==> src/rtl/fetch_prefetch_queue.sv <==
// rtl/fetch_prefetch_queue.sv - instruction prefetch queue between imem port and decode; optional FETCH_PERF_CNT_EN perf counters
module fetch_prefetch_queue #(
  parameter int unsigned DEPTH    = 4,
  parameter int unsigned MAX_OUT  = 2,
  parameter logic [31:0] RESET_PC = 32'h0
) (
  input  logic        clk,
  input  logic        reset,
  input  logic        PCSrcE,
  input  logic [31:0] PCTargetE,
  input  logic        StallD,
  output logic        imem_req_valid,
  input  logic        imem_req_ready,
  output logic [31:0] imem_req_addr,
  input  logic        imem_resp_valid,
  input  logic [31:0] imem_resp_data,
  output logic        instrF_valid,
  output logic [31:0] instrF,
  output logic [31:0] PCF,
  output logic [31:0] PCPlus4F
`ifdef FETCH_PERF_CNT_EN
  ,
  output logic [31:0] perf_redirects,
  output logic [31:0] perf_empty_cycles
`endif
);

  localparam int unsigned PW = (DEPTH > 1) ? $clog2(DEPTH) : 1;
  localparam int unsigned CW = $clog2(DEPTH + 1);
  localparam int unsigned OW = $clog2(MAX_OUT + 1);
  localparam int unsigned TW = (MAX_OUT > 1) ? $clog2(MAX_OUT) : 1;
  localparam logic [31:0] NOP = 32'h0000_0013;

  // FIFO storage: instruction and its PC; PC+4 is derived at the head
  logic [31:0]   fifo_instr_q [DEPTH];
  logic [31:0]   fifo_pc_q    [DEPTH];
  // addresses of live (non-discarded) in-flight requests, oldest at tag_rd
  logic [31:0]   tag_pc_q     [MAX_OUT];

  logic [PW-1:0] rd_ptr_q, rd_ptr_d;
  logic [PW-1:0] wr_ptr_q, wr_ptr_d;
  logic [CW-1:0] count_q, count_d;
  logic [OW-1:0] out_q, out_d;
  logic [OW-1:0] discard_q, discard_d;
  logic [31:0]   fetch_pc_q, fetch_pc_d;
  logic [TW-1:0] tag_rd_q, tag_rd_d;
  logic [TW-1:0] tag_wr_q, tag_wr_d;

  logic req_fire;
  logic resp_take;
  logic push_en;
  logic pop_en;

  function automatic logic [TW-1:0] tag_inc(input logic [TW-1:0] p);
    return (p == TW'(MAX_OUT - 1)) ? '0 : p + TW'(1);
  endfunction

  // head presentation and request issue; reset forces request low while held
  always_comb begin
    instrF_valid   = (count_q != '0);
    instrF         = instrF_valid ? fifo_instr_q[rd_ptr_q] : NOP;
    PCF            = instrF_valid ? fifo_pc_q[rd_ptr_q] : 32'h0;
    PCPlus4F       = instrF_valid ? (fifo_pc_q[rd_ptr_q] + 32'd4) : 32'h0;
    imem_req_addr  = fetch_pc_q;
    imem_req_valid = reset && !PCSrcE
                     && (out_q < OW'(MAX_OUT))
                     && ((32'(count_q) + 32'(out_q)) < DEPTH);
  end

  // next-state: redirect wins over push/pop; stale responses are counted off via discard
  always_comb begin
    req_fire   = imem_req_valid && imem_req_ready;
    resp_take  = imem_resp_valid && (out_q != '0);
    pop_en     = instrF_valid && !StallD;
    push_en    = 1'b0;
    rd_ptr_d   = rd_ptr_q;
    wr_ptr_d   = wr_ptr_q;
    count_d    = count_q;
    out_d      = out_q;
    discard_d  = discard_q;
    fetch_pc_d = fetch_pc_q;
    tag_rd_d   = tag_rd_q;
    tag_wr_d   = tag_wr_q;

    if (req_fire) begin
      out_d = out_d + OW'(1);
    end
    if (resp_take) begin
      out_d = out_d - OW'(1);
    end

    if (PCSrcE) begin
      rd_ptr_d   = '0;
      wr_ptr_d   = '0;
      count_d    = '0;
      fetch_pc_d = PCTargetE & 32'hFFFF_FFFC;
      // every request still in flight after this edge belongs to the old path
      discard_d  = out_d;
      tag_rd_d   = '0;
      tag_wr_d   = '0;
    end else begin
      if (req_fire) begin
        fetch_pc_d = fetch_pc_q + 32'd4;
        tag_wr_d   = tag_inc(tag_wr_q);
      end
      if (resp_take) begin
        if (discard_q != '0) begin
          discard_d = discard_q - OW'(1);
        end else begin
          push_en  = 1'b1;
          tag_rd_d = tag_inc(tag_rd_q);
        end
      end
      if (push_en) begin
        wr_ptr_d = wr_ptr_q + PW'(1);
      end
      if (pop_en) begin
        rd_ptr_d = rd_ptr_q + PW'(1);
      end
      case ({push_en, pop_en})
        2'b10:   count_d = count_q + CW'(1);
        2'b01:   count_d = count_q - CW'(1);
        default: count_d = count_q;
      endcase
    end
  end

  // control state registers
  always_ff @(posedge clk or negedge reset) begin
    if (!reset) begin
      rd_ptr_q   <= '0;
      wr_ptr_q   <= '0;
      count_q    <= '0;
      out_q      <= '0;
      discard_q  <= '0;
      fetch_pc_q <= RESET_PC;
      tag_rd_q   <= '0;
      tag_wr_q   <= '0;
    end else begin
      rd_ptr_q   <= rd_ptr_d;
      wr_ptr_q   <= wr_ptr_d;
      count_q    <= count_d;
      out_q      <= out_d;
      discard_q  <= discard_d;
      fetch_pc_q <= fetch_pc_d;
      tag_rd_q   <= tag_rd_d;
      tag_wr_q   <= tag_wr_d;
    end
  end

  // FIFO and tag storage writes; contents are qualified by count/pointers so no reset
  always_ff @(posedge clk) begin
    if (push_en) begin
      fifo_instr_q[wr_ptr_q] <= imem_resp_data;
      fifo_pc_q[wr_ptr_q]    <= tag_pc_q[tag_rd_q];
    end
    if (req_fire) begin
      tag_pc_q[tag_wr_q] <= fetch_pc_q;
    end
  end

`ifdef FETCH_PERF_CNT_EN
  logic [31:0] perf_redirects_q, perf_redirects_d;
  logic [31:0] perf_empty_q, perf_empty_d;

  // saturating event counters
  always_comb begin
    perf_redirects_d = perf_redirects_q;
    perf_empty_d     = perf_empty_q;
    if (PCSrcE && (perf_redirects_q != 32'hFFFF_FFFF)) begin
      perf_redirects_d = perf_redirects_q + 32'd1;
    end
    if (!instrF_valid && !StallD && (perf_empty_q != 32'hFFFF_FFFF)) begin
      perf_empty_d = perf_empty_q + 32'd1;
    end
  end

  // counter registers
  always_ff @(posedge clk or negedge reset) begin
    if (!reset) begin
      perf_redirects_q <= '0;
      perf_empty_q     <= '0;
    end else begin
      perf_redirects_q <= perf_redirects_d;
      perf_empty_q     <= perf_empty_d;
    end
  end

  assign perf_redirects    = perf_redirects_q;
  assign perf_empty_cycles = perf_empty_q;
`endif

endmodule

==> config.mk <==
export PLATFORM = sky130hd
export DESIGN_NAME = fetch_prefetch_queue
export DESIGN_NICKNAME = d
export VERILOG_FILES = /design/src/rtl/fetch_prefetch_queue.sv
export SDC_FILE = /design/constraint.sdc
export NUM_CORES = 1
export LEC_CHECK = 0
export CAP_MARGIN = 40
export CORE_UTILIZATION = 55
export DETAILED_ROUTE_END_ITERATION = 8
export PLACE_DENSITY = 0.8
export SLEW_MARGIN = 10
export SYNTH_ARGS = -nofsm -noshare
export SYNTH_HDL_FRONTEND = slang
export SYNTH_SLANG_ARGS = --single-unit
==> constraint.sdc <==
create_clock -name clk -period 4 [get_ports clk]
set_input_delay 0.4 -clock clk [delete_from_list [all_inputs] [get_ports clk]]
set_output_delay 0.4 -clock clk [all_outputs]
set_load 0.02 [all_outputs]
==> run summary <==
outcome = finished, final reports clean
share of post-route cells with drive strength above 1 = 0.184
number of fillers in the final layout = 1,674
DRC errors left = 0
most frequent cells after synthesis = edfxtp_1, and2_1, mux4_2, nor2_1, nand2_1
die width = 167 um
Port Buffers = 191
Crit path arrival time = 3540 ps
die area = 27,800 sq um
GRT Total Usage = 0.230
Largest stage delay, worst path = 610 ps
sequential cell area = 10,300 sq um
maximum achievable frequency = 254 MHz
Yosys top cell area share = 0.619
final core utilization = 0.704
fin crit share = 0.984
Cells after Synth = 912
Ant. Diodes = 0
quantity of hold-fixing buffers added after cts = 0
sum of negative setup slack = 0 ps
DP Cell Count = 1,419
Num CTS Buffers = 35
leading area contributor after synthesis = edfxtp_1
Routed WL per cell = 21.2 um
pre-CTS setup slack = 252 ps
Slew Limit Headroom = 0.398
area of the multi-input gates = 4350 sq um
# rows = 59
Placement Cell Area = 17,300 sq um
synth warn = 0
Buf+Inv Stages, Crit Path = 2
routability cong. = 0.870
H-tree levels = 2
final net count = 1,209
drt pass-1 iters = 8
fin area = 18,500 sq um
clk root buf = clkbuf_16
CTS tree = built
Final Hold Fails = 0
Worst Tran Pin Value = 895 ps
Final ANT Viol Nets = 0
Final min period = 3940 ps
vias in the first global route = 8,717
initial core utilization = 0.567
Slew Viols, Final = 0
critical path endpoint category = output pin
GRT overflow = 0
clk sinks = 351
worst clock skew = 24.5 ps
Die H = 167 um
Reg clk slew, reported paths = 60 ps
crit path max fanout = 9
first-pass GRT wire length = 49,100 um
peak supply drop = 0.298 mV
final WL = 31,500 um
Area Growth Syn to Fin = 24.2%
critical path's slowest cell = or4_4
final worst slack = 63.9 ps
pin count of the biggest net entering global routing = 61
Max clock buf depth = 3
# IOs = 200
Leak Pwr = 0.00641 uW
critical path class = reg -> out
Synth area leaders = edfxtp_1, mux4_2, dfrtp_1
critical path required time = 3600 ps
PwrDens = 651 nW/um^2
Seq/Total Area, Yosys = 0.691
Final setup viols = 0
FFs w/ async S/R, synth = 0.123
most frequent cell after synthesis = edfxtp_1
Seq cells post-synth = 351
clk_lat worst skew = 510 ps
vias per inst = 5.85
startpoint types = flop
Cell Area, Synth = 14,900 sq um
placed wire-length estimate = 20,300 um
Core ar. = 26,400 sq um
Hold Crit Class = in -> async
crit path cell chain = buf_6, mux4_2, nand4_2, or4_4, nor4_2, mux2_2, clkdlybuf4s50_1
post-route insts no fill = 1,490
vias after detailed routing = 8,721
ys flop type = edfxtp_1
Synth cell types = 53
starting DRC count in detailed routing = 801
maxcap violations = 0
crit-path leading delay family = simple AND/OR/NAND/NOR gates
initial antenna violation count = 0
Post-Syn Area per Cell = 16.4 sq um
number of synthesized flops with an enable pin = 308
-- report_power, final --
part | internal (uW) | total [uW] | leakage [uW] | switching [uW]
combinational | 2070 | 4460 | 0.00255 | 2400
clock | 1860 | 3170 | 0.000545 | 1310
sequential | 4270 | 4450 | 0.00331 | 175
-- final timing paths --
check                                         startpoint                            end  slack (ps)  cells past startpoint
min                                                reset  imem_req_addr[14]$_DFFE_PN0P_          50                      2
max                              rd_ptr_q[0]$_DFFE_PN0P_                   PCPlus4F[22]          60                      7
max in group asynchronous                          reset        rd_ptr_q[1]$_DFFE_PN0P_        3510                      2
min reg2reg                imem_req_addr[31]$_DFFE_PN0P_      tag_pc_q[1][31]$_DFFE_PP_         570                      0
min in group clk                           PCTargetE[16]  imem_req_addr[16]$_DFFE_PN0P_         450                      3
max reg2reg                 imem_req_addr[2]$_DFFE_PN0P_  imem_req_addr[29]$_DFFE_PN0P_        1350                      5
-- logic make-up (layout without fill, tap and decap cells) --
| logic type | after synthesis | in the layout | synth area share |
|---|---|---|---|
| AO/OA/AOI/OAI | 77 | 77 | 0.0331 |
| XOR/XNOR | 27 | 27 | 0.0158 |
| adder cells (fa/ha/maj) | 10 | 10 | 0.00888 |
| buffers and inverters | 69 | 307 | 0.0218 |
| flip-flops | 351 | 351 | 0.691 |
| multiplexers | 106 | 106 | 0.129 |
| other | 1 | 6 | 0.000251 |
| AND/OR/NAND/NOR | 271 | 271 | 0.0998 |
-- flip-flops by register name (all words and copies together) (netlist names) --
register       flops
rd_ptr_q           2
tag_rd_q           1
wr_ptr_q           2
discard_q          2
fifo_instr_q     128
fifo_pc_q        120
out_q              2
tag_pc_q          60
count_q            3
imem_req_addr     30
tag_wr_q           1
-- placed cells by master, fill, tap and decap left out, types with 8 or more instances in the layout --
cell type        netlist  layout
and3_1                 8       8
buf_4                  8      25
mux4_2                51      58
clkdlybuf4s50_1        0     173
nor3_1                19      14
edfxtp_1             308     308
a21oi_1               15      15
mux2_2                38      38
nor2_1                51      50
dlymetal6s2s_1         0      11
and2_1                64      60
clkbuf_16              0      37
xor2_1                10      10
and4_1                10       9
o21ai_0               28      28
inv_1                 20      20
xnor2_1               17      17
ha_1                   9       9
nand4_1               11      11
nand3_1               16      16
nand2_1               45      45
dfrtp_1               43      41
-- per-layer routing --
metal	GRT usage	up-vias	wire length, um
met3	0.0359	51	1860
met5	0	-	0
met1	0.331	4344	13800
met4	0.0600	0	680
li1	-	3968	-
met2	0.370	358	15200
-- through the flow --
step / total power [uW] / hold WS [ps]
after floorplan: 7040 / 104
after global placement: 8770 / 541
after detailed placement: 8910 / 553
after CTS: 12100 / 46.1
after global routing: 12600 / 75.1
final: 12100 / 54.9
-- final cells by class --
cell class | count | share of cell area
inverter | 20 | 0.00405
clock buffer | 45 | 0.0526
sequential | 351 | 0.557
clock inverter | 18 | 0.00783
tap | 335 | 0.0226
timing repair buffer | 224 | 0.121
multi-input combinational | 497 | 0.234
-- timing repair --
action / 4_1_cts / 5_1_grt
pin swaps: 0 / 0
buffers inserted: 0 / 8
resized for setup: 17 / 27
cloned: 0 / 0
setup endpoints to repair: 16 / 13
Note: power is estimated with default switching activity, not from simulation.
